File: src/rtl/multicycle_control_fsm.sv
// rtl/multicycle_control_fsm.sv - multicycle RV control unit with memory handshakes, branches and traps
// Sequences FETCH..WB, drives datapath flags (Mealy on ready/alu_zero/decode), sticky trap and retire count.
module multicycle_control_fsm #(
  parameter int INSTR_W     = 32,
  parameter int ALUOP_W     = 4,
  parameter int MEM_TIMEOUT = 15,
  parameter int CNT_W       = 32
) (
  input  logic               clk,
  input  logic               reset,
  input  logic [INSTR_W-1:0] instruction,
  input  logic               alu_zero,
  input  logic               imem_ready,
  input  logic               dmem_ready,
  output logic               PCWrite,
  output logic               PCWriteCond,
  output logic               PCSource,
  output logic               ALUSrcA,
  output logic               LoadAOut,
  output logic               RegWrite,
  output logic               LoadRegA,
  output logic               LoadRegB,
  output logic               MemToReg,
  output logic               DMemOp,
  output logic               LoadMDR,
  output logic               IMemRead,
  output logic               IRWrite,
  output logic [1:0]         ALUSrcB,
  output logic [ALUOP_W-1:0] ALUOp,
  output logic               trap,
  output logic [1:0]         trap_cause,
  output logic [CNT_W-1:0]   retired,
  output logic [3:0]         state_dbg
);

  localparam logic [ALUOP_W-1:0] OP_SUM    = ALUOP_W'(0);
  localparam logic [ALUOP_W-1:0] OP_SUB    = ALUOP_W'(1);
  localparam logic [ALUOP_W-1:0] OP_SHL    = ALUOP_W'(2);
  localparam logic [ALUOP_W-1:0] OP_LESS   = ALUOP_W'(3);
  localparam logic [ALUOP_W-1:0] OP_SRL    = ALUOP_W'(4);
  localparam logic [ALUOP_W-1:0] OP_SRA    = ALUOP_W'(5);
  localparam logic [ALUOP_W-1:0] OP_AND    = ALUOP_W'(6);
  localparam logic [ALUOP_W-1:0] OP_LOAD   = ALUOP_W'(7);

  localparam logic       PCS_ALU_OUT = 1'b0;
  localparam logic       PCS_ALU_REG = 1'b1;
  localparam logic       SRCA_PC     = 1'b0;
  localparam logic       SRCA_REG_A  = 1'b1;
  localparam logic [1:0] SRCB_REG_B  = 2'd0;
  localparam logic [1:0] SRCB_CONST4 = 2'd1;
  localparam logic [1:0] SRCB_IMM    = 2'd2;
  localparam logic [1:0] SRCB_IMM2   = 2'd3;

  localparam logic [6:0] OPC_LOAD   = 7'b0000011;
  localparam logic [6:0] OPC_STORE  = 7'b0100011;
  localparam logic [6:0] OPC_R      = 7'b0110011;
  localparam logic [6:0] OPC_I      = 7'b0010011;
  localparam logic [6:0] OPC_LUI    = 7'b0110111;
  localparam logic [6:0] OPC_BRANCH = 7'b1100011;

  localparam logic [1:0] CAUSE_ILLEGAL = 2'd1;
  localparam logic [1:0] CAUSE_TIMEOUT = 2'd2;
  localparam logic [7:0] WAIT_LAST     = 8'(MEM_TIMEOUT - 1);

  typedef enum logic [3:0] {
    S_START = 4'd0, S_FETCH = 4'd1, S_DECODE = 4'd2, S_MEM_ADDR = 4'd3,
    S_EXEC_R = 4'd4, S_EXEC_I = 4'd5, S_EXEC_U = 4'd6, S_BRANCH = 4'd7,
    S_MEM_LD = 4'd8, S_MEM_SD = 4'd9, S_LD_WB = 4'd10, S_ALU_WB = 4'd11,
    S_TRAP = 4'd15
  } state_t;

  state_t           r_state;
  state_t           w_next;
  logic [7:0]       r_wait;
  logic             r_trap;
  logic [1:0]       r_cause;
  logic [CNT_W-1:0] r_retired;
  logic [1:0]       w_cause;
  logic             w_retire;
  logic             w_wait_last;
  logic [6:0]       w_opcode;
  logic [2:0]       w_funct3;
  logic [6:0]       w_funct7;
  logic             w_unused;

  assign w_opcode    = instruction[6:0];
  assign w_funct3    = instruction[14:12];
  assign w_funct7    = instruction[31:25];
  assign w_unused    = ^{instruction[24:15], instruction[11:7]};
  assign w_wait_last = (r_wait == WAIT_LAST);

  assign trap       = r_trap;
  assign trap_cause = r_cause;
  assign retired    = r_retired;
  assign state_dbg  = r_state;

  always_comb begin
    PCWrite = 1'b0; PCWriteCond = 1'b0; PCSource = PCS_ALU_OUT; ALUSrcA = SRCA_PC;
    LoadAOut = 1'b0; RegWrite = 1'b0; LoadRegA = 1'b0; LoadRegB = 1'b0;
    MemToReg = 1'b0; DMemOp = 1'b0; LoadMDR = 1'b0; IMemRead = 1'b0; IRWrite = 1'b0;
    ALUSrcB = SRCB_REG_B; ALUOp = OP_SUM;
    w_next = r_state; w_cause = 2'd0; w_retire = 1'b0;
    case (r_state)
      S_START: w_next = S_FETCH;
      S_FETCH: begin
        IMemRead = 1'b1;
        if (imem_ready) begin
          IRWrite = 1'b1; PCWrite = 1'b1; PCSource = PCS_ALU_OUT;
          ALUSrcA = SRCA_PC; ALUSrcB = SRCB_CONST4; w_next = S_DECODE;
        end else if (w_wait_last) begin
          w_next = S_TRAP; w_cause = CAUSE_TIMEOUT;
        end
      end
      S_DECODE: begin
        LoadRegA = 1'b1; LoadRegB = 1'b1; LoadAOut = 1'b1;
        ALUSrcA = SRCA_PC; ALUSrcB = SRCB_IMM2;
        case (w_opcode)
          OPC_LOAD, OPC_STORE: w_next = S_MEM_ADDR;
          OPC_R:               w_next = S_EXEC_R;
          OPC_I:               w_next = S_EXEC_I;
          OPC_LUI:             w_next = S_EXEC_U;
          OPC_BRANCH:          w_next = S_BRANCH;
          default: begin w_next = S_TRAP; w_cause = CAUSE_ILLEGAL; end
        endcase
      end
      S_MEM_ADDR: begin
        LoadAOut = 1'b1; ALUSrcA = SRCA_REG_A; ALUSrcB = SRCB_IMM;
        w_next = (w_opcode == OPC_STORE) ? S_MEM_SD : S_MEM_LD;
      end
      S_EXEC_R: begin
        ALUSrcA = SRCA_REG_A; ALUSrcB = SRCB_REG_B; LoadAOut = 1'b1; w_next = S_ALU_WB;
        case (w_funct3)
          3'b000:  ALUOp = w_funct7[5] ? OP_SUB : OP_SUM;
          3'b001:  ALUOp = OP_SHL;
          3'b111:  ALUOp = OP_AND;
          default: begin LoadAOut = 1'b0; w_next = S_TRAP; w_cause = CAUSE_ILLEGAL; end
        endcase
      end
      S_EXEC_I: begin
        ALUSrcA = SRCA_REG_A; ALUSrcB = SRCB_IMM; LoadAOut = 1'b1; w_next = S_ALU_WB;
        case (w_funct3)
          3'b000:  ALUOp = OP_SUM;
          3'b001:  ALUOp = OP_SHL;
          3'b010:  ALUOp = OP_LESS;
          3'b101:  ALUOp = (w_funct7 == 7'b0100000) ? OP_SRA : OP_SRL;
          default: begin LoadAOut = 1'b0; w_next = S_TRAP; w_cause = CAUSE_ILLEGAL; end
        endcase
      end
      S_EXEC_U: begin
        ALUOp = OP_LOAD; ALUSrcB = SRCB_IMM; LoadAOut = 1'b1; w_next = S_ALU_WB;
      end
      S_BRANCH: begin
        ALUSrcA = SRCA_REG_A; ALUSrcB = SRCB_REG_B; ALUOp = OP_SUB; PCSource = PCS_ALU_REG;
        case (w_funct3)
          3'b000:  begin PCWriteCond = alu_zero;  w_next = S_FETCH; w_retire = 1'b1; end
          3'b001:  begin PCWriteCond = !alu_zero; w_next = S_FETCH; w_retire = 1'b1; end
          default: begin w_next = S_TRAP; w_cause = CAUSE_ILLEGAL; end
        endcase
      end
      S_MEM_LD: begin
        LoadMDR = 1'b1; DMemOp = 1'b0;
        if (dmem_ready) w_next = S_LD_WB;
        else if (w_wait_last) begin w_next = S_TRAP; w_cause = CAUSE_TIMEOUT; end
      end
      S_MEM_SD: begin
        DMemOp = 1'b1;
        if (dmem_ready) begin w_next = S_FETCH; w_retire = 1'b1; end
        else if (w_wait_last) begin w_next = S_TRAP; w_cause = CAUSE_TIMEOUT; end
      end
      S_LD_WB:  begin RegWrite = 1'b1; MemToReg = 1'b1; w_next = S_FETCH; w_retire = 1'b1; end
      S_ALU_WB: begin RegWrite = 1'b1; MemToReg = 1'b0; w_next = S_FETCH; w_retire = 1'b1; end
      S_TRAP:   w_next = S_TRAP;
      default:  w_next = S_START;
    endcase
    // reset must not let a half-finished instruction commit on its cycle
    if (reset) begin
      PCWrite = 1'b0; PCWriteCond = 1'b0; PCSource = PCS_ALU_OUT; ALUSrcA = SRCA_PC;
      LoadAOut = 1'b0; RegWrite = 1'b0; LoadRegA = 1'b0; LoadRegB = 1'b0;
      MemToReg = 1'b0; DMemOp = 1'b0; LoadMDR = 1'b0; IMemRead = 1'b0; IRWrite = 1'b0;
      ALUSrcB = SRCB_REG_B; ALUOp = OP_SUM;
    end
  end

  always_ff @(posedge clk) begin
    if (reset) begin
      r_state   <= S_START;
      r_wait    <= 8'd0;
      r_trap    <= 1'b0;
      r_cause   <= 2'd0;
      r_retired <= '0;
    end else begin
      r_state <= w_next;
      if (w_next != r_state)
        r_wait <= 8'd0;
      else if (r_state inside {S_FETCH, S_MEM_LD, S_MEM_SD})
        r_wait <= r_wait + 8'd1;
      if (w_next == S_TRAP && r_state != S_TRAP) begin
        r_trap  <= 1'b1;
        r_cause <= w_cause;
      end
      if (w_retire)
        r_retired <= r_retired + CNT_W'(1);
    end
  end

endmodule

File: config.mk
export PLATFORM = sky130hd
export DESIGN_NAME = multicycle_control_fsm
export DESIGN_NICKNAME = d
export VERILOG_FILES = /design/src/rtl/multicycle_control_fsm.sv
export SDC_FILE = /design/constraint.sdc
export NUM_CORES = 1
export LEC_CHECK = 0
export ABC_AREA = 1
export ABC_CLOCK_PERIOD_IN_PS = 1550
export CAP_MARGIN = 25
export CORE_ASPECT_RATIO = 1.1
export CORE_MARGIN = 4
export CORE_UTILIZATION = 44
export DETAILED_ROUTE_END_ITERATION = 7
export GPL_ROUTABILITY_DRIVEN = 0
export PLACE_DENSITY = 0.83
export SLEW_MARGIN = 5
export SYNTH_ARGS = -nofsm -noshare
export SYNTH_HDL_FRONTEND = slang
export SYNTH_SLANG_ARGS = --single-unit
File: constraint.sdc
create_clock -name clk -period 1.55 [get_ports clk]
set_clock_uncertainty 0.15 [all_clocks]
set_input_delay 0.3875 -clock clk [delete_from_list [all_inputs] [get_ports clk]]
set_output_delay 0.3875 -clock clk [all_outputs]
set_load 0.03 [all_outputs]
Word level (Yosys, flattened, before mapping)
Cells that the tools add are included.

storage, ports and cells
  word-level logic and storage cells = 107
  output and inout port bits = 58
  register bits = 47

operators by class
  multiplexer cells = 56
  add/subtract/negate cells = 2
  reductions and logical operators = 17
  equality and inequality tests = 27

operators by type and width
  kind                   number
  $pmux 4 s11            1
  $mux 1                 34
  $add 32x1->32 const B  1
  $eq 7x6->1 const B     4
  $eq 4x4->1 const B     6
  $mux 4                 6
  $pmux 4 s5             1
  $pmux 3 s3             2
  $eq 4x3->1 const B     4
  $pmux 2 s6             1
  $pmux 3 s4             1
  $reduce_or 3->1        4
  $reduce_or 2->1        5
  $add 8x1->8 const B    1
  $eq 4x2->1 const B     2
  $eq 8x4->1 const B     1
  $mux 2                 4
  $reduce_or 4->1        2
  $eq 7x2->1 const B     1
  $eq 7x5->1 const B     1
  $eq 7x7->1 const B     1
  $eq 3x3->1 const B     2
  $mux 3                 2
  $pmux 1 s3             2
  13 further kinds       13

Depth between registers and ports, before layout
Gate-level depths: netlist of run 1.

  word-level depth = 6
  mapped depth = 14
  depth with buffers taken out = 14

Worst setup path after synthesis of run 1
OpenSTA, ideal clock, no wires.

  path kind = register to output
  start point = reg r_state[0] (netlist: state_dbg[0])
  end point = out PCWriteCond
  cell stages (with the launch flop) = 4
  slack = -0.961 ns
  data required time = 1.012 ns
  buffers on the path = 0
  arrival = 1.974 ns
  cells stage by stage = dfxtp_1 -> nand2_2 -> nor3_1 -> o211a_1

between the ends
  word-level cells in the longest chain between the ends = 3

RTL lines
  element                 line  RTL
  from (decl)             72    state_t r_state;
  from (signal assigned)  192   r_state <= w_next;
  $eq 4x3->1              103   case (r_state)
  $mux 1                  103
  $mux 1                  176   if (reset) begin
  to (decl)               16    output logic PCWriteCond,

Every way passes these cells.

Worst setup path in the final report of run 1
Same ends and word-level chain as after synthesis.

==> results, run 1 <==
- The total global routing overflow is 0.
- The average detailed-routed wire length per instance is 23.8 um.
- Global routing used 62.1% of the available met2 tracks.
- On the worst path, the slowest cell contributes a delay of 0.43 ns.
- Clock tree synthesis selected as its root buffer the cell sky130_fd_sc_hd__clkbuf_8.
- The number of buffers on the longest clock path is 2.
- The depth of the most critical reg-to-reg path is 16.
- The nature of the critical path startpoint is a flip-flop.
- The combined global-route utilization of all metal layers is 33.9%.
- The share of Yosys cell area claimed by the top area cell type is 28.3%.
- The flop and latch count out of synthesis is 47.
- The number of global-route vias before repair is 5203.
- Entering global routing, the biggest net connects 26 pins.
- In this run the power density over the cells is 1100 nW/um^2.
- Setup violations remaining at the end of the flow were counted as 70.
- The checks that failed: setup timing.
- The total buffers and inverters traversed by the critical path is 3.
- Before antenna repair, the detailed router went through 6 iterations.
- In this run the tool buffered the top-level ports with 78 buffer cells.
- The clock-pin slew of the registers on the worst-case setup and hold paths is 0.11 ns.
- For this block, the routed nets add up to 20600 um of wire.
- STA puts the critical path data required time at 1.01 ns.
- In the global route stage, met1 resource usage came out at 32.5%.
- The most used flip-flop cell after synthesis is sky130_fd_sc_hd__dfxtp_1.
- The sort of element at the end of the critical path is an output pin.
- The violation count after the first detailed-routing iteration is 530.
- Sequential cells were found to cover 28.3% of the synthesized design area.
- At the later pin of the worst-skew pair, clock insertion delay measures 0.32 ns.
- The fraction of synthesis flops using an asynchronous set or reset pin is 0%.
- The first global-routing pass estimated 24800 um of wire.
- VDD sags by at most 1.14 mV.
- Dividing the final minimum period by the clock period gives 150%.
- On the final layout, the worst hold slack is 0.324 ns.
- Buffers inserted during clock tree synthesis total 5.
- The flow ran to the end, but the final reports show violations.
- The number of nets in the synthesized netlist is 580.
- In the final design database the tool counted 817 nets.
- The worst setup path is of the flip-flop to output pin kind.
- The die span in y is 99.2 um.
- The total leakage power is 2.98 nW.
- The maximum operating frequency is 430 MHz.
- The total via count after detailed routing is 5463.
- The cell with the largest stage delay on the worst path is sky130_fd_sc_hd__dfxtp_4.
- Setup slack on the worst reg-to-reg path comes out at -0.73 ns.
- The peak fanout along the critical path is 4.
- The number of vias per cell is 6.32.
- Dividing the synthesized area by the synthesized cell count gives 6.16 um^2.
- The number of cells on the critical path is 6.
- On the critical path the largest part of the delay comes from flip-flops.
- The area growth from synthesis to final layout is 101%.
- The critical path goes through buf_6 -> nand2_4 -> buf_6 -> nor3_4 -> o211a_4 -> buf_6.
- The repair_antennas step left the layout with diodes totalling 0.
- The floorplan step defined a die boundary enclosing 9020 um^2.
- The worst setup path startpoint is state_dbg[0]$_SDFF_PP0_.
- The signal arrival time at the worst endpoint is 1.79 ns.
- The worst hold path depth is 2.
- The x dimension of the die is 90.9 um.
- The max-slew violation count is 0.
- The number of design rule violations left after detail routing is 0.
- The number of failing hold endpoints at the final stage is 0.
- The most numerous cell type found on the critical path is sky130_fd_sc_hd__buf_6.
- The total number of H-tree levels is 2.
- The synthesized area is 3330 um^2.
- The endpoint identified for the worst register-to-register timing path is r_wait[7]$_SDFFE_PP0P_.
- The final sum of negative setup slack is -33.53 ns.
- The beginning of the worst register-to-register path is state_dbg[3]$_SDFF_PP0_.
- The share of layout cells above drive strength 1 is 61.7%.
- The tool flagged a number of max-cap violations equal to 0.
- In this run, synthesis inferred 0 flip-flops with an integrated enable.
- Setup repair after global routing could not meet its margin everywhere.
- The class of the worst hold path is flip-flop to flip-flop.
- met2 is the most crowded layer.
- Fill cells in the final layout number 303.
- The number of warnings issued by yosys is 0.
- The critical path ends at PCWriteCond.
- The number of library cell types mapped by synthesis is 34.
- The synthesized design spends more area on one cell type than any other, namely sky130_fd_sc_hd__dfxtp_1.
- After synthesis, the cell types taking the most area are sky130_fd_sc_hd__dfxtp_1, sky130_fd_sc_hd__nand2_1, sky130_fd_sc_hd__nor2_1.
- The initial antenna violation count is 0.
- The minimum period implied by the final worst setup slack is 2.32 ns.
- The worst setup slack before clock tree synthesis is -0.785 ns.
- The CTS sink count is 47.
- The effective utilization at floorplan is 45.0%.
- Global routing consumed, on the met3 layer, 7.03% of the routing resources.
- The number of top-level pins is 95.
- The floorplan step defined a core boundary enclosing 7390 um^2.
- Synthesis produced a netlist whose cell count is 540.
- The detailed-placement wirelength estimate is 9110 um.
- The worst-case setup margin in the final layout is -0.774 ns.
- In this run the remaining antenna-violating nets after routing total 0.
- Summing internal, switching and leakage power gives 7.35 mW.
- TritonCTS built the clock tree.
- The initialized floorplan defines 33 standard-cell rows.
==> what timing repair did <==
item | in CTS | in global routing
pin swaps | 44 | 54
hold buffers | 0 | 0
buffers inserted | 21 | 22
gates resized for setup | 155 | 141
endpoints found under the setup margin | 68 | 70
gates cloned | 3 | 0
==> power breakdown <==
group	switching (mW)	internal, mW
clock network	0.511	0.333
logic	2.89	2.17
registers	0.130	1.31
==> worst register-to-register path, cell delays in order, from the launching register on <==
cell	delay, ns
sky130_fd_sc_hd__dfxtp_4	0.40
sky130_fd_sc_hd__inv_8	0.04
sky130_fd_sc_hd__buf_6	0.11
sky130_fd_sc_hd__nand2_4	0.09
sky130_fd_sc_hd__buf_6	0.13
sky130_fd_sc_hd__nor2_4	0.05
sky130_fd_sc_hd__buf_6	0.12
sky130_fd_sc_hd__buf_6	0.12
sky130_fd_sc_hd__nand2_8	0.08
sky130_fd_sc_hd__inv_2	0.06
sky130_fd_sc_hd__nand2_2	0.08
sky130_fd_sc_hd__nand3_2	0.08
sky130_fd_sc_hd__o21bai_1	0.17
sky130_fd_sc_hd__nand2_1	0.13
sky130_fd_sc_hd__nor2_2	0.15
sky130_fd_sc_hd__nand2_4	0.13
sky130_fd_sc_hd__nor2_2	0.14
==> metrics by stage <==
stage	util (%)	cell area [um^2]	instances
3_3_place_gp	71.8	5310	822
5_1_grt	90.4	6680	865
4_1_cts	82.5	6090	853
2_1_floorplan	-	3670	540
6_report	90.4	6680	865
3_5_place_dp	71.8	5310	822
==> worst min path at each step <==
stage | from | to | slack [ns]
3_3_place_gp | trap_cause[1]$_SDFFE_PP0P_ | trap_cause[1]$_SDFFE_PP0P_ | 0.28
2_1_floorplan | retired[0]$_SDFFE_PP0P_ | retired[0]$_SDFFE_PP0P_ | 0.35
5_1_grt | trap_cause[0]$_SDFFE_PP0P_ | trap_cause[0]$_SDFFE_PP0P_ | 0.34
4_1_cts | trap_cause[1]$_SDFFE_PP0P_ | trap_cause[1]$_SDFFE_PP0P_ | 0.32
6_report | trap_cause[0]$_SDFFE_PP0P_ | trap_cause[0]$_SDFFE_PP0P_ | 0.32
3_5_place_dp | trap$_SDFFE_PP0P_ | trap$_SDFFE_PP0P_ | 0.30
==> layout make-up <==
| type | instances | area, um^2 | area share (%) |
|---|---|---|---|
| clock buffer | 5 | 68.8 | 1.03 |
| clock inverter | 3 | 26.3 | 0.393 |
| inverter | 68 | 294 | 4.40 |
| multi-input combinational | 412 | 3000 | 45.0 |
| sequential | 47 | 1020 | 15.2 |
| tap | 87 | 109 | 1.63 |
| timing repair buffer | 243 | 2160 | 32.3 |
==> synth_stat cells (2+ instances only) <==
library cell / instances
sky130_fd_sc_hd__xnor2_1: 12
sky130_fd_sc_hd__nor2_4: 3
sky130_fd_sc_hd__nand2_4: 4
sky130_fd_sc_hd__ha_1: 3
sky130_fd_sc_hd__nor2_1: 67
sky130_fd_sc_hd__inv_1: 55
sky130_fd_sc_hd__a21oi_1: 42
sky130_fd_sc_hd__nand2_1: 148
sky130_fd_sc_hd__a31oi_1: 3
sky130_fd_sc_hd__nor2_2: 14
sky130_fd_sc_hd__inv_2: 12
sky130_fd_sc_hd__clkbuf_1: 7
sky130_fd_sc_hd__nor3_2: 2
sky130_fd_sc_hd__nor4_1: 2
sky130_fd_sc_hd__o21ai_0: 13
sky130_fd_sc_hd__nand3_1: 25
sky130_fd_sc_hd__buf_4: 4
sky130_fd_sc_hd__nand2_2: 9
sky130_fd_sc_hd__xor2_1: 16
sky130_fd_sc_hd__nand3_2: 2
sky130_fd_sc_hd__nor3_1: 26
sky130_fd_sc_hd__nand4_1: 13
sky130_fd_sc_hd__dfxtp_1: 47
==> state kept, by name, indices dropped and copies added, names as in the netlist <==
name,flops
trap_cause,2
trap,1
state_dbg,4
r_wait,8
retired,32
==> layer usage <==
layer	up-vias	part of all wire (%)
li1	2200	-
met3	249	9.8
met1	2488	32
met4	0	12
met5	-	0
met2	526	47
==> kinds of logic after synthesis <==
group                    Yosys count  synth area share (%)
other                              1                 0.113
flip-flops                        47                  28.3
AO/OA/AOI/OAI                     63                  10.2
buffers and inverters             81                  9.63
adder cells (fa/ha/maj)            3                  1.13
XOR/XNOR                          28                  7.37
AND/OR/NAND/NOR                  317                  43.2
==> placed cells by master (no fill, tap or decap), drive strengths merged <==
master / count
clkinvlp: 1
o21ai: 14
a211oi: 1
clkdlybuf4s50: 15
xnor2: 12
ha: 3
clkbuf: 6
dlymetal6s2s: 2
nand3: 27
nor4: 2
nand4: 14
o211a: 1
a31oi: 4
inv: 69
conb: 1
dfxtp: 47
nand2: 161
nor3: 28
o21bai: 1
dlygate4sd2: 2
nor3b: 1
buf: 223
nor2: 84
xor2: 16
clkinv: 1
a21oi: 42
Note: power is estimated with default switching activity, not from simulation.
==> run 2, diff against run 1 <==
--- a/config.mk
+++ b/config.mk
@@ -10,10 +10,10 @@
 export CAP_MARGIN = 25
 export CORE_ASPECT_RATIO = 1.1
 export CORE_MARGIN = 4
-export CORE_UTILIZATION = 44
+export CORE_UTILIZATION = 40
 export DETAILED_ROUTE_END_ITERATION = 7
-export GPL_ROUTABILITY_DRIVEN = 0
-export PLACE_DENSITY = 0.83
+export GPL_ROUTABILITY_DRIVEN = 1
+export PLACE_DENSITY = 0.77
 export SLEW_MARGIN = 5
 export SYNTH_ARGS = -nofsm -noshare
 export SYNTH_HDL_FRONTEND = slang
==> run 2 against run 1 <==
The run still ends with setup timing left. First-iteration DRC count down 35%. Worst setup slack better by 0.12 ns. Flip-flop and latch count unchanged. Final area down 0.84%. Critical path type is now input pin to output pin. Sequential share of layout area up 0.15 points. Cell count up 3.2%. Critical path depth up 3. Highest routed layer unchanged. Maximum frequency up 5.2%. Critical endpoint is now LoadAOut. Global-route usage down 5.1 points.
==> results, run 2 (synthesis results as in run 1) <==
- The source of the worst hold timing path is trap_cause[1]$_SDFFE_PP0P_ (was trap_cause[0]$_SDFFE_PP0P_).
- The wire length the detailed router placed on met1 is 5280 um (was 6490 um).
- The die span in y came to 104 um (was 99.2 um).
- The area growth from synthesis to final layout came to 99.1% (was 101%).
- The peak fanout along the critical path is 4 (unchanged).
- The number of buffers created by CTS came to 5 (unchanged).
- The worst-case setup margin in the final layout is -0.658 ns (was -0.774 ns).
- The minimum period implied by the final worst setup slack was 2.21 ns (was 2.32 ns).
- The max-cap check violation count is 0 (unchanged).
- The final cell count without fillers is 893 (was 865).
- The post-placement cell count is 853 (was 822).
- The post-detailed-routing wire length is 16500 um (was 20600 um).
- The area taken by multi-input logic gates was 2860 um^2 (was 3000 um^2).
- The share of layout cells above drive strength 1 came to 58.1% (was 61.7%).
- The quantity of I/O buffers inserted on ports is 78 (unchanged).
- The total power per unit cell area is 1070 nW/um^2 (was 1100 nW/um^2).
- The pin count of the biggest net entering global routing is 26 (unchanged).
- The leading cell type in the layout, fill and taps excluded was sky130_fd_sc_hd__buf_4 (unchanged).
- The total of hold buffers inserted after clock tree synthesis was 0 (unchanged).
- The class of the worst hold path is flip-flop to flip-flop (unchanged).
- Worst-path cell chain: dlygate4sd2_1 -> inv_2 -> nand3_4 -> nand2_2 -> inv_1 -> nand2_1 -> nand2_1 -> a21oi_4 -> buf_6 (was buf_6 -> nand2_4 -> buf_6 -> nor3_4 -> o211a_4 -> buf_6).
- The kind of cell with the highest combined delay on the critical path was buffers and inverters (was flip-flops).
- The post-route core utilization is 82.8% (was 90.4%).
- The number of fill cells is 453 (was 303).
- The sort of element at the end of the critical path is an output pin (unchanged).
- The clock tree root driver cell is sky130_fd_sc_hd__clkbuf_8 (unchanged).
- The violation count after the first detailed-routing iteration is 344 (was 530).
- The beginning of the worst register-to-register path is state_dbg[0]$_SDFF_PP0_ (was state_dbg[3]$_SDFF_PP0_).
- The wire length of the first global-routing pass was 23000 um (was 24800 um).
- The required time of the worst setup path is 1.01 ns (about the same).
- The first-pass iteration count of the detailed router is 5 (was 6).
- The max-slew violation count is 0 (unchanged).
- The signal arrival time at the worst endpoint is 1.67 ns (was 1.79 ns).
- The routed length on met2 is 8550 um (was 9610 um).
- The total core area came to 8000 um^2 (was 7390 um^2).
- The clock-pin slew of the registers on the worst-case setup and hold paths came to 0.09 ns (was 0.11 ns).
- The number of design rule violations left after detail routing is 0 (unchanged).
- The final sum of negative setup slack is -25.52 ns (was -33.53 ns).
- The total via count after detailed routing came to 5049 (was 5463).
- At the end of routability-driven placement, the weighted congestion stood at 0.895.
- The maximum operating frequency came to 453 MHz (was 430 MHz).
- The class of the most critical setup path is input pin to output pin (was flip-flop to output pin).
- The worst setup path startpoint is instruction[13] (was state_dbg[0]$_SDFF_PP0_).
- The final worst-path cycle share was 142% (was 150%).
- The number of vias per cell came to 5.65 (was 6.32).
- The x dimension of the die is 95.0 um (was 90.9 um).
- The number of flip-flops in the largest register is 32 (unchanged).
- The initial antenna violation count came to 0 (unchanged).
- The clock tree from TritonCTS is yes (unchanged).
- The floorplan die area is 9840 um^2 (was 9020 um^2).
- The total number of H-tree levels is 2 (unchanged).
- The largest stage delay on the critical path is 0.29 ns (was 0.43 ns).
- The number of top-level pins came to 95 (unchanged).
- The post-route antenna net violation count was 0 (unchanged).
- The cell with the largest stage delay on the worst path was sky130_fd_sc_hd__dlygate4sd2_1 (was sky130_fd_sc_hd__dfxtp_4).
- The met3 wirelength from detailed routing is 1300 um (was 2020 um).
- Unrepaired setup endpoints after global routing: true (unchanged).
- The detailed-placement wirelength estimate is 9120 um (was 9110 um).
- The worst-case vdd ir drop is 1.12 mV (was 1.14 mV).
- The total leakage power is 2.89 nW (was 2.98 nW).
- The number of failing hold endpoints at the final stage is 0 (unchanged).
- The total global routing overflow is 0 (unchanged).
- The effective utilization at floorplan was 41.6% (was 45.0%).
- The number of cell rows was 34 (was 33).
- The sequential cell area in the final layout came to 1020 um^2 (about the same).
- The sum of internal, switching and leakage power is 7.08 mW (was 7.35 mW).
- Commonest cells after routing, fill and taps aside: sky130_fd_sc_hd__buf_4, sky130_fd_sc_hd__nand2_1, sky130_fd_sc_hd__buf_6 (unchanged).
- Failing checks: setup timing (unchanged).
- The total buffers and inverters traversed by the critical path is 4 (was 3).
- The CTS sink count was 47 (unchanged).
- The most frequent cell on the critical path was sky130_fd_sc_hd__nand2_1 (was sky130_fd_sc_hd__buf_6).
- The design area came to 6620 um^2 (was 6680 um^2).
- The worst setup slack before clock tree synthesis is -0.830 ns (was -0.785 ns).
- The post-placement cell area came to 5420 um^2 (was 5310 um^2).
- The average detailed-routed wire length per instance is 18.5 um (was 23.8 um).
- The post-layout net count was 824 (was 817).
- The nature of the critical path startpoint is an input pin (was flip-flop).
- The clock insertion delay at the later pin of the skew report was 0.31 ns (was 0.32 ns).
- The number of global-route vias before repair is 4919 (was 5203).
- The uppermost layer routed is met4 (unchanged).
- The number of buffers on the longest clock path is 2 (unchanged).
- The total inserted antenna cells is 0 (unchanged).
- The total of endpoints with negative setup slack in the final report is 69 (was 70).
- The combined global-route utilization of all metal layers is 28.8% (was 33.9%).
- The worst hold margin is 0.321 ns (was 0.324 ns).
- Run status: finished with violations (unchanged).
==> run 2: worst paths after layout <==
| path | end | cells past startpoint | slack (ns) |
|---|---|---|---|
| min reg2reg | trap_cause[1]$_SDFFE_PP0P_ | 2 | 0.32 |
| max reg2reg | r_wait[3]$_SDFFE_PP0P_ | 14 | -0.55 |
| min | trap_cause[1]$_SDFFE_PP0P_ | 2 | 0.32 |
| max | LoadAOut | 9 | -0.66 |
==> run 2: cell type report <==
cell class	count	area share (%)
clock buffers	5	1.04
clock inverters	3	0.718
inverters	68	4.57
multi-input cells	412	43.2
flip-flops and latches	47	15.4
well taps	108	2.04
repair buffers	250	33.1
==> run 2: tightest hold or removal path: stages, from the launching register on <==
cell and delay [ns]:
sky130_fd_sc_hd__dfxtp_1 0.32, sky130_fd_sc_hd__inv_1 0.06, sky130_fd_sc_hd__a21oi_2 0.05
==> run 2: where the power goes <==
part / switching, mW / internal, mW
Clock: 0.456 / 0.490
Sequential: 0.108 / 1.30
Combinational: 2.68 / 2.04
==> run 2: what timing repair did <==
item | 4_1_cts | 5_1_grt
pin swaps | 38 | 42
setup buffers | 20 | 11
endpoints found under the hold margin | 0 | 0
endpoints found under the setup margin | 67 | 70
cloned | 3 | 0
gates resized for setup | 145 | 98
==> run 2: layer usage <==
layer | GRT usage [%] | vias to the layer above
met3 | 4.64 | 144
li1 | - | 2209
met5 | 0 | -
met2 | 52.9 | 360
met4 | 15.6 | 0
met1 | 30.2 | 2336
==> run 3, diff against run 2 <==
--- a/config.mk
+++ b/config.mk
@@ -6,14 +6,14 @@
 export NUM_CORES = 1
 export LEC_CHECK = 0
 export ABC_AREA = 1
-export ABC_CLOCK_PERIOD_IN_PS = 1550
+export ABC_CLOCK_PERIOD_IN_PS = 2200
 export CAP_MARGIN = 25
 export CORE_ASPECT_RATIO = 1.1
 export CORE_MARGIN = 4
-export CORE_UTILIZATION = 40
+export CORE_UTILIZATION = 49
 export DETAILED_ROUTE_END_ITERATION = 7
 export GPL_ROUTABILITY_DRIVEN = 1
-export PLACE_DENSITY = 0.77
+export PLACE_DENSITY = 0.87
 export SLEW_MARGIN = 5
 export SYNTH_ARGS = -nofsm -noshare
 export SYNTH_HDL_FRONTEND = slang
==> constraint.sdc (replaced) <==
create_clock -name clk -period 2.2 [get_ports clk]
set_clock_uncertainty 0.15 [all_clocks]
set_input_delay 0.55 -clock clk [delete_from_list [all_inputs] [get_ports clk]]
set_output_delay 0.55 -clock clk [all_outputs]
set_load 0.03 [all_outputs]
==> run 3 against run 2 <==
The run still ends with setup timing left. Count of clock-buffer cells in the layout rose by 1. First-iteration DRC count fell by 49%. Wire length fell by 34%. Sequential share of layout area rose by 4.1 points. Highest routed layer unchanged. Hold slack got worse by 0.021 ns. Via count fell by 20%. Die area fell by 17%. Register-to-register slack improved by 0.67 ns. Worst setup slack improved by 0.58 ns. Sequential power fell by 28%. Largest cell class unchanged. Cell count fell by 16%. Clock power fell by 28%.
==> results, run 3 (synthesis results as in run 1) <==
- The post-placement cell area is 4410 um^2 (was 5420 um^2).
- The class of the worst hold path is flip-flop to flip-flop (unchanged).
- The effective utilization at floorplan is 50.5% (was 41.6%).
- Failing checks: setup timing (unchanged).
- The total buffers and inverters traversed by the critical path is 3 (was 4).
- The clock insertion delay at the later pin of the skew report is 0.31 ns (about the same).
- The clock tree from TritonCTS is yes (unchanged).
- The total inserted antenna cells is 0 (unchanged).
- The average detailed-routed wire length per instance is 14.7 um (was 18.5 um).
- The minimum period implied by the final worst setup slack is 2.28 ns.
- The nature of the critical path startpoint is a flip-flop (was input pin).
- The x dimension of the die was 86.6 um (was 95.0 um).
- Worst-path cell chain: inv_4 -> nand2_4 -> nor2_1 -> a31oi_2 -> nand2_1 -> o21ai_2 -> inv_1 -> buf_6 (was dlygate4sd2_1 -> inv_2 -> nand3_4 -> nand2_2 -> inv_1 -> nand2_1 -> nand2_1 -> a21oi_4 -> buf_6).
- The pin count of the biggest net entering global routing is 16 (was 26).
- The number of cells on the critical path is 8 (was 9).
- The class of the most critical setup path is flip-flop to output pin (was input pin to output pin).
- The kind of cell with the highest combined delay on the critical path is flip-flops (was buffers and inverters).
- The number of buffers created by CTS is 5 (unchanged).
- The signal arrival time at the worst endpoint is 1.58 ns (was 1.67 ns).
- The global-route met2 utilization came to 48.2% (was 52.9%).
- The worst-case setup margin in the final layout is -0.0787 ns (was -0.658 ns).
- The placer congestion estimate is 1.02 (was 0.895).
- The quantity of I/O buffers inserted on ports was 78 (unchanged).
- The depth of the most critical reg-to-reg path is 13 (was 14).
- The met3 usage was 4.62% (was 4.64%).
- The CTS sink count was 47 (unchanged).
- The area growth from synthesis to final layout is 47.1% (was 99.1%).
- The leading cell type in the layout, fill and taps excluded is sky130_fd_sc_hd__nand2_1 (was sky130_fd_sc_hd__buf_4).
- The number of design rule violations left after detail routing is 0 (unchanged).
- Unrepaired setup endpoints after global routing: true (unchanged).
- The total number of H-tree levels is 2 (unchanged).
- The number of cell rows is 31 (was 34).
- The initial antenna violation count came to 0 (unchanged).
- The post-route antenna net violation count was 0 (unchanged).
- The total of hold buffers inserted after clock tree synthesis was 0 (unchanged).
- The number of flip-flops in the largest register is 32 (unchanged).
- The clock-pin slew of the registers on the worst-case setup and hold paths is 0.09 ns (about the same).
- The share of layout cells above drive strength 1 was 27.3% (was 58.1%).
- The maximum operating frequency is 439 MHz.
- The design area was 4890 um^2 (was 6620 um^2).
- The number of top-level pins is 95 (unchanged).
- The floorplan die area came to 8170 um^2 (was 9840 um^2).
- The sort of element at the end of the critical path is an output pin (unchanged).
- The max-slew violation count is 0 (unchanged).
- The number of failing hold endpoints at the final stage is 0 (unchanged).
- The number of buffers on the longest clock path is 2 (unchanged).
- The beginning of the worst register-to-register path is state_dbg[2]$_SDFF_PP0_ (was state_dbg[0]$_SDFF_PP0_).
- The total leakage power is 2.15 nW (was 2.89 nW).
- The total global routing overflow is 0 (unchanged).
- The number of global-route vias before repair came to 3952 (was 4919).
- The clock tree root driver cell is sky130_fd_sc_hd__clkbuf_8 (unchanged).
- The detailed-placement wirelength estimate is 7690 um (was 9120 um).
- The met1 track utilization from global routing is 25.4% (was 30.2%).
- The worst-case vdd ir drop is 0.694 mV (was 1.12 mV).
- The total power per unit cell area is 762 nW/um^2 (was 1070 nW/um^2).
- The most congested layer reported by global routing is met2 (unchanged).
- The number of vias per cell is 5.39 (was 5.65).
- The post-layout net count is 703 (was 824).
- The capturing element of the worst setup path is ALUOp[1] (was LoadAOut).
- The max-cap check violation count came to 0 (unchanged).
- Commonest cells after routing, fill and taps aside: sky130_fd_sc_hd__nand2_1, sky130_fd_sc_hd__buf_4, sky130_fd_sc_hd__nor2_1 (was sky130_fd_sc_hd__buf_4, sky130_fd_sc_hd__nand2_1, sky130_fd_sc_hd__buf_6).
- The final worst-path cycle share is 104%.
- The required time of the worst setup path is 1.50 ns (was 1.01 ns).
- The setup slack of the worst register-to-register path was 0.12 ns (was -0.55 ns).
- The worst hold margin is 0.301 ns (was 0.321 ns).
- The largest stage delay on the critical path is 0.41 ns (was 0.29 ns).
- The wire length of the first global-routing pass came to 16700 um (was 23000 um).
- The peak fanout along the critical path is 5 (was 4).
- The combined global-route utilization of all metal layers is 24.9% (was 28.8%).
- The cell with the largest stage delay on the worst path is sky130_fd_sc_hd__dfxtp_4 (was sky130_fd_sc_hd__dlygate4sd2_1).
- The post-detailed-routing wire length is 10900 um (was 16500 um).
- The first-pass iteration count of the detailed router was 5 (unchanged).
- The die span in y is 94.4 um (was 104 um).
- Run status: finished with violations (unchanged).
- The worst setup path startpoint is state_dbg[0]$_SDFF_PP0_ (was instruction[13]).
- The terminus of the critical flop-to-flop path is r_wait[4]$_SDFFE_PP0P_ (was r_wait[3]$_SDFFE_PP0P_).
- The total core area is 6590 um^2 (was 8000 um^2).
- The total via count after detailed routing is 4023 (was 5049).
- The total of endpoints with negative setup slack in the final report is 4 (was 69).
- The violation count after the first detailed-routing iteration is 174 (was 344).
==> run 3: changes by cell type in the layout (fill, tap and decap cells not counted), sizes merged, moves of 3 or more <==
cell           previous run  this run
buf                     229        71
clkdlybuf4s50             8        35
dlymetal6s2s              0        15
dlygate4sd2              11         4
clkbuf                    6         9
==> run 3: worst min-delay path by stage <==
stage | endpoint | slack [ns] | cells after the start | startpoint
finish | trap_cause[1]$_SDFFE_PP0P_ | 0.30 | 2 | trap_cause[1]$_SDFFE_PP0P_
global route | trap_cause[1]$_SDFFE_PP0P_ | 0.32 | 2 | trap_cause[1]$_SDFFE_PP0P_
CTS | trap_cause[1]$_SDFFE_PP0P_ | 0.30 | 2 | trap_cause[1]$_SDFFE_PP0P_
detailed placement | trap_cause[1]$_SDFFE_PP0P_ | 0.29 | 2 | trap_cause[1]$_SDFFE_PP0P_
global placement | trap_cause[1]$_SDFFE_PP0P_ | 0.29 | 2 | trap_cause[1]$_SDFFE_PP0P_
floorplan | r_wait[7]$_SDFFE_PP0P_ | 0.36 | 2 | r_wait[7]$_SDFFE_PP0P_
==> run 3: tightest hold or removal path: stages, from the launching register on <==
cell and delay, ns:
sky130_fd_sc_hd__dfxtp_1 0.32, sky130_fd_sc_hd__inv_1 0.05, sky130_fd_sc_hd__a21oi_1 0.05
==> run 3: final cells by class <==
type	count	area (um^2)
Multi-Input combinational cell	412	2280
Fill cell	498	1700
Timing Repair Buffer	129	1170
Sequential cell	47	953
Inverter	68	265
Tap cell	82	103
Clock buffer	6	82.6
Clock inverter	2	38.8
==> run 3: metrics by stage <==
step	power, mW	std cells	setup slack (ns)	utilization [%]	setup TNS (ns)
3_3_place_gp	2.63	722	-0.365	66.9	-12.82
5_1_grt	3.89	746	-0.150	74.2	-0.547
2_1_floorplan	2.13	540	0.00614	-	0
6_report	3.73	746	-0.0787	74.2	-0.175
4_1_cts	3.51	739	-0.0585	71.4	-0.0585
3_5_place_dp	2.68	722	-0.469	66.9	-15.60
==> run 3: what timing repair did <==
item                                    in CTS  in global routing
pin swaps                                   10                 26
hold endpoints to repair                     0                  0
gates resized for setup                     52                 57
endpoints found under the setup margin      27                 33
setup buffers                                9                  7
==> run 3: power by group <==
group	total, mW	switching (mW)	internal [mW]	leakage (nW)
combinational	2.03	1.24	0.792	1.70
clock	0.682	0.308	0.374	0.0618
sequential	1.01	0.0880	0.925	0.382
total	3.73	1.64	2.09	2.15
==> run 3: metal layers <==
layer  routed length (um)  up-vias
met5                    0        -
met3                  641       46
met2                 5610      174
met4                  546        0
met1                 4140     1841
li1                     -     1962
